==> config.mk <==
export PLATFORM = sky130hd
export DESIGN_NAME = uart_rx_deframer
export DESIGN_NICKNAME = d
export VERILOG_FILES = /design/src/rtl/uart_rx_deframer.sv
export SDC_FILE = /design/constraint.sdc
export NUM_CORES = 1
export LEC_CHECK = 0
export ABC_AREA = 1
export BUFFER_PORTS_ARGS = -buffer_cell sky130_fd_sc_hd__buf_2
export CAP_MARGIN = 20
export CORE_MARGIN = 5
export CORE_UTILIZATION = 55
export CTS_BUF_LIST = sky130_fd_sc_hd__clkbuf_8
export DETAILED_ROUTE_END_ITERATION = 8
export PLACE_DENSITY_LB_ADDON = 0.3
export SYNTH_ARGS = -nofsm -noshare
export SYNTH_HDL_FRONTEND = slang
export SYNTH_SLANG_ARGS = --single-unit
==> constraint.sdc <==
create_clock -name PCLK -period 4.94 [get_ports PCLK]
set_clock_uncertainty 0.05 [all_clocks]
set_input_delay 0.741 -clock PCLK [delete_from_list [all_inputs] [get_ports PCLK]]
set_output_delay 0.741 -clock PCLK [all_outputs]
set_load 0.05 [all_outputs]
==> src/rtl/uart_rx_deframer.sv <==
// UART receive deframer.
// Oversamples the synchronised serial line, takes a 2-of-3 majority vote near
// each bit centre, checks optional parity and the stop bit, and hands each
// received word to the RX FIFO as a single-cycle write with status flags.
module uart_rx_deframer #(
  parameter int DATA_BITS = 8,
  parameter int DIV_W     = 16
) (
  input  logic                 PCLK,
  input  logic                 PRSTn,
  input  logic                 rx_en,
  input  logic                 Rx_s,
  input  logic [DIV_W-1:0]     baud_div,
  input  logic [7:0]           prescale,
  input  logic                 par_en,
  input  logic                 par_type,
  output logic [DATA_BITS-1:0] rx_data,
  output logic                 rx_valid,
  output logic                 parity_error,
  output logic                 frame_error,
  output logic                 rx_busy
);

  localparam int BIT_W = $clog2(DATA_BITS + 1);

  typedef enum logic [2:0] {IDLE, START, DATA, PARITY, STOP} state_t;

  state_t               state, state_next;
  logic                 sync1, sync2, sync_prev;
  logic [1:0]           flush;
  logic                 armed;
  logic                 start_det;
  logic [DIV_W-1:0]     div_eff, div_cnt;
  logic [7:0]           presc_eff, tick_cnt;
  logic [8:0]           cnt_next, mid;
  logic                 tick, bit_end, at_s0, at_s1, at_vote;
  logic                 samp0, samp1, vote;
  logic [DATA_BITS-1:0] shift_reg;
  logic [BIT_W-1:0]     bit_cnt;
  logic                 par_err;
  logic                 deliver;

  // Two-flop synchroniser plus edge-history flop; 'armed' waits until the
  // pipeline holds real line data that has been seen high after reset.
  always_ff @(posedge PCLK) begin
    // NOTE: sequential state uses non-blocking assignments so every flop
    // samples the pre-edge value of its neighbours, exactly like hardware.
    if (!PRSTn) begin
      sync1     <= 1'b1;
      sync2     <= 1'b1;
      sync_prev <= 1'b1;
      flush     <= 2'b00;
      armed     <= 1'b0;
    end else begin
      sync1     <= Rx_s;
      sync2     <= sync1;
      sync_prev <= sync2;
      flush     <= {flush[0], 1'b1};
      armed     <= armed | (flush[1] & sync2);
    end
  end

  assign start_det = armed & sync_prev & ~sync2;

  // Divisor and prescale clamps, tick strobe and sample positions. Samples
  // land on the ticks that advance tick_cnt to mid-1, mid and mid+1, which
  // centres the middle sample on the bit.
  assign div_eff   = (baud_div == '0) ? DIV_W'(1) : baud_div;
  assign presc_eff = (prescale < 8'd4) ? 8'd4 : prescale;
  assign tick      = (div_cnt == div_eff - DIV_W'(1));
  assign cnt_next  = {1'b0, tick_cnt} + 9'd1;
  assign mid       = {2'b00, presc_eff[7:1]};
  assign bit_end   = tick && (tick_cnt == presc_eff - 8'd1);
  assign at_s0     = tick && (cnt_next == mid - 9'd1);
  assign at_s1     = tick && (cnt_next == mid);
  assign at_vote   = tick && (cnt_next == mid + 9'd1);
  assign vote      = (samp0 & samp1) | (samp0 & sync2) | (samp1 & sync2);
  assign rx_busy   = (state != IDLE);

  // Baud divider and bit-phase counter; held clear while idle so a detected
  // start edge always begins from zero phase.
  always_ff @(posedge PCLK) begin
    if (!PRSTn || state == IDLE) begin
      div_cnt  <= '0;
      tick_cnt <= '0;
    end else if (tick) begin
      div_cnt  <= '0;
      tick_cnt <= bit_end ? 8'd0 : tick_cnt + 8'd1;
    end else begin
      div_cnt  <= div_cnt + DIV_W'(1);
    end
  end

  // Capture the first two majority samples of the current bit.
  always_ff @(posedge PCLK) begin
    if (!PRSTn) begin
      samp0 <= 1'b1;
      samp1 <= 1'b1;
    end else begin
      if (at_s0) samp0 <= sync2;
      if (at_s1) samp1 <= sync2;
    end
  end

  // State register.
  always_ff @(posedge PCLK) begin
    if (!PRSTn) state <= IDLE;
    else        state <= state_next;
  end

  // Next-state logic and delivery strobe.
  always_comb begin
    // NOTE: every output of this block gets a default first, so no path
    // through the case statement can leave one unassigned and infer a latch.
    state_next = state;
    deliver    = 1'b0;
    if (state != IDLE && !rx_en) begin
      state_next = IDLE;
    end else begin
      case (state)
        IDLE:   if (rx_en && start_det) state_next = START;
        START:  if (at_vote && vote)    state_next = IDLE;
                else if (bit_end)       state_next = DATA;
        DATA:   if (bit_end && bit_cnt == BIT_W'(DATA_BITS))
                  state_next = par_en ? PARITY : STOP;
        PARITY: if (bit_end)            state_next = STOP;
        STOP:   if (at_vote) begin
                  deliver    = 1'b1;
                  state_next = IDLE;
                end
        default: state_next = IDLE;
      endcase
    end
  end

  // Data shift register, bit counter and parity check.
  always_ff @(posedge PCLK) begin
    if (!PRSTn) begin
      shift_reg <= '0;
      bit_cnt   <= '0;
      par_err   <= 1'b0;
    end else if (state == IDLE && start_det) begin
      bit_cnt   <= '0;
      par_err   <= 1'b0;
    end else if (state == DATA && at_vote) begin
      shift_reg <= {vote, shift_reg[DATA_BITS-1:1]};
      bit_cnt   <= bit_cnt + BIT_W'(1);
    end else if (state == PARITY && at_vote) begin
      par_err   <= (^shift_reg) ^ vote ^ par_type;
    end
  end

  // FIFO write port: one-cycle strobe with flags, data held between writes.
  always_ff @(posedge PCLK) begin
    if (!PRSTn) begin
      rx_data      <= '0;
      rx_valid     <= 1'b0;
      parity_error <= 1'b0;
      frame_error  <= 1'b0;
    end else begin
      rx_valid     <= deliver;
      parity_error <= deliver & par_en & par_err;
      frame_error  <= deliver & ~vote;
      if (deliver) rx_data <= shift_reg;
    end
  end

endmodule
==> implementation parameters <==
Parameter                              Value

Floorplan
  Die width    97.68 microns
  Initial standard-cell utilization of the core    0.5558
  Core Footprint    7607 sq um
  Row Count    32
  IO Pins    42
  Die footprint    9540 sq um
  Die height    97.68 microns

Logic synthesis
  Library cells used by synthesis    46
  Synth Register Bits    59
  Post-synthesis adder-cell area fraction    0.02604
  Simple-gate area share of the yosys netlist    0.3794
  Post-Syn Nets    681
  Top area cells in the synthesized netlist    sky130_fd_sc_hd__dfxtp_1 28%, sky130_fd_sc_hd__nand2_1 12%, sky130_fd_sc_hd__inv_1 8.4%
  Yosys top cell by area    sky130_fd_sc_hd__dfxtp_1
  Most frequent cells after synthesis    139 x sky130_fd_sc_hd__nand2_1, 95 x sky130_fd_sc_hd__inv_1, 67 x sky130_fd_sc_hd__nor2_1, 59 x sky130_fd_sc_hd__dfxtp_1, 51 x sky130_fd_sc_hd__nand3_1
  Number of instances in the synthesized netlist    643
  Most numerous cell in the Yosys netlist    sky130_fd_sc_hd__nand2_1
  Number of warnings issued by yosys    0
  Async set-reset flop share out of synthesis    0
  Share of Yosys cell area claimed by the top area cell type    0.2794
  Most common flop cell mapped by yosys    sky130_fd_sc_hd__dfxtp_1
  Complex-gate fraction of the synthesized area    0.1045
  Avg Synthesized Cell Area    6.575 sq um
  Number of flops mapped to enable cells by yosys    0
  Fraction of synthesized area in multiplexers    0
  Largest family of logic cells by synthesized area    simple AND/OR/NAND/NOR gates
  Post-synthesis share of cell area spent on xor and xnor gates    0.1015
  Sequential fraction of the synthesis area    0.2794
  Syn Std Cell Area    4228 sq um

Run status
  Result of the run    finished clean

Power and ir drop
  Leakage power    0.002085 uW
  Final total power    1132 uW
  Power density of the placed cells    244.2 nW/um^2
  Highest ir drop seen on vdd    276.8 uV

Critical path
  Required @ worst endpoint    5.11 ns
  Kind of critical path    in2reg
  Largest fanout of any net on the critical path    16
  Element type at the critical path start    input port
  CP arrival    4.01 ns
  Critical path endpoint category    register

Timing
  Final hold violation count    0
  Maximum clock rate    260.9 MHz
  Setup TNS after final layout    0 ns
  Slew headroom    0.6294
  Slew at the pin closest to its max-slew limit    0.5559 ns
  Final Max Slew Viols    0
  Setup-failing EPs final    0
  Final critical delay including setup and external delays    3.834 ns
  Setup repair after global routing missed its margin    false
  Period Utilization, post-route    0.7760

Global routing
  Overall Global Routing Usage    0.2012
  Global-route congestion overflow total    0
  Number of global-route vias before repair    3885
  Pin count of the biggest net entering global routing    23
  Wire length of the first global-routing pass    16.35 mm
  Number of antenna violations at the first check in global routing    0

Clocking
  Number of clock buffers inserted by TritonCTS    9
  Root Buffer    sky130_fd_sc_hd__clkbuf_8
  Sink Count    59
  Count of H-tree levels built during CTS    3
  Max Root-Sink Buffers    2
  Count of instances resized after the clock tree is built    0
  Post-CTS Hold Fix Bufs    0
  Register clock-pin slew on the reported worst setup and hold paths    0.07 ns
  TritonCTS clock tree    done
  Worst-Skew Late Latency    0.33 ns
  Post-CTS setup buffers    0

Layout
  Antenna fix cells    0
  Fraction of layout cells with a size suffix above 1    0.1358
  Area grow syn2layout    9.618%
  Final nets    719
  Largest reg by FF count    div_cnt
  Number of flip-flops under the largest register name    16

Job
  Number of maximum-capacitance constraint violations    0

Drt
  Final routed DRC violation total    0
  Vias per cell    5.253
  Routed length per instance    12.12 microns
  Starting DRT DRC Count    221
  Number of search-and-repair iterations in the first detailed-routing pass    4
  Via total after detailed routing    4134
  DRT antenna net count    0
  Routed wire length    9.542 mm

Worst hold path
  Hold Crit Class    reg2reg

Placement
  Routability Congestion    1.009
  HPWL reported at the end of detailed placement    7.556 mm
  Number of buffer cells added on primary ports    41
## through the flow
| step | hold WS, ns | instances | instance area (sq um) | setup slack (ns) | util |
|---|---|---|---|---|---|
| CTS | 0.3686 | 787 | 4634 | 1.104 | 0.6092 |
| detailed placement | 0.3526 | 772 | 4467 | 0.7499 | 0.5872 |
| finish | 0.3663 | 787 | 4634 | 1.107 | 0.6092 |
| floorplan | 0.3405 | 643 | 4228 | 1.736 | - |
| global route | 0.4030 | 787 | 4634 | 0.7354 | 0.6092 |
| global placement | 0.3444 | 772 | 4467 | 0.9277 | 0.5872 |
## worst paths after layout
| check | slack [ns] | end | from | cells after the start |
|---|---|---|---|---|
| max | 1.11 | bit_cnt[2] | baud_div[10] | 21 |
| min | 0.37 | sync2 | sync1 | 1 |
| max reg2reg | 2.29 | shift_reg[5] | tick_cnt[0] | 14 |
| min reg2reg | 0.37 | sync2 | sync1 | 1 |
## power by group
part           switching, uW  leakage, uW  internal, uW  total (uW)
Sequential              9.78     0.000477           488         498
Combinational            181      0.00152          76.4         257
Clock                    187    0.0000839           190         376
## layout by cell type (no fill, tap or decap), drive strengths merged, types with 10 or more instances in the layout
| cell type | instances |
|---|---|
| buf | 41 |
| o21ai | 30 |
| nand4 | 18 |
| nand3 | 55 |
| inv | 97 |
| nand2 | 145 |
| xor2 | 30 |
| xnor2 | 19 |
| nor2 | 79 |
| dfxtp | 59 |
| nor3 | 12 |
| a21oi | 29 |
| clkbuf | 10 |
## cell families after synthesis
group                      Yosys count
and+or+nand+nor                    337
buffers and inverters              112
AOI/OAI and AO/OA                   77
DFF                                 59
xor gates and xnor gates            49
adders and majority gates            9
## critical path: stages
cell	delay [ns]
sky130_fd_sc_hd__buf_2	0.13
sky130_fd_sc_hd__nor2_1	0.14
sky130_fd_sc_hd__nand2_1	0.09
sky130_fd_sc_hd__nor2_1	0.14
sky130_fd_sc_hd__nand2_2	0.19
sky130_fd_sc_hd__nand2_1	0.13
sky130_fd_sc_hd__inv_1	0.05
sky130_fd_sc_hd__ha_1	0.29
sky130_fd_sc_hd__xor2_1	0.27
sky130_fd_sc_hd__or2_2	0.16
sky130_fd_sc_hd__nand2_1	0.04
sky130_fd_sc_hd__nand3b_1	0.14
sky130_fd_sc_hd__nor2_1	0.12
sky130_fd_sc_hd__nand3_1	0.09
sky130_fd_sc_hd__nor2_2	0.15
sky130_fd_sc_hd__and2_1	0.50
sky130_fd_sc_hd__nand2_4	0.15
sky130_fd_sc_hd__nor2_2	0.19
sky130_fd_sc_hd__nand2_1	0.10
sky130_fd_sc_hd__o21ai_1	0.15
sky130_fd_sc_hd__a21oi_1	0.05
## routing by layer
layer	vias up	GRT usage	routed length [microns]
li1	2153	-	-
met1	1887	0.2484	4454
met2	78	0.3548	4638
met3	16	0.03805	312
met4	0	0.05751	137
met5	-	0	0
## layout make-up
| type | instances | area (sq um) |
|---|---|---|
| Sequential cell | 59 | 1181 |
| Fill cell | 737 | 2973 |
| Inverter | 98 | 367.9 |
| Clock buffer | 10 | 137.6 |
| Multi-Input combinational cell | 472 | 2585 |
| Tap cell | 102 | 127.6 |
| Clock inverter | 5 | 30.03 |
| Timing Repair Buffer | 41 | 205.2 |
Note: power is estimated with default switching activity, not from simulation.
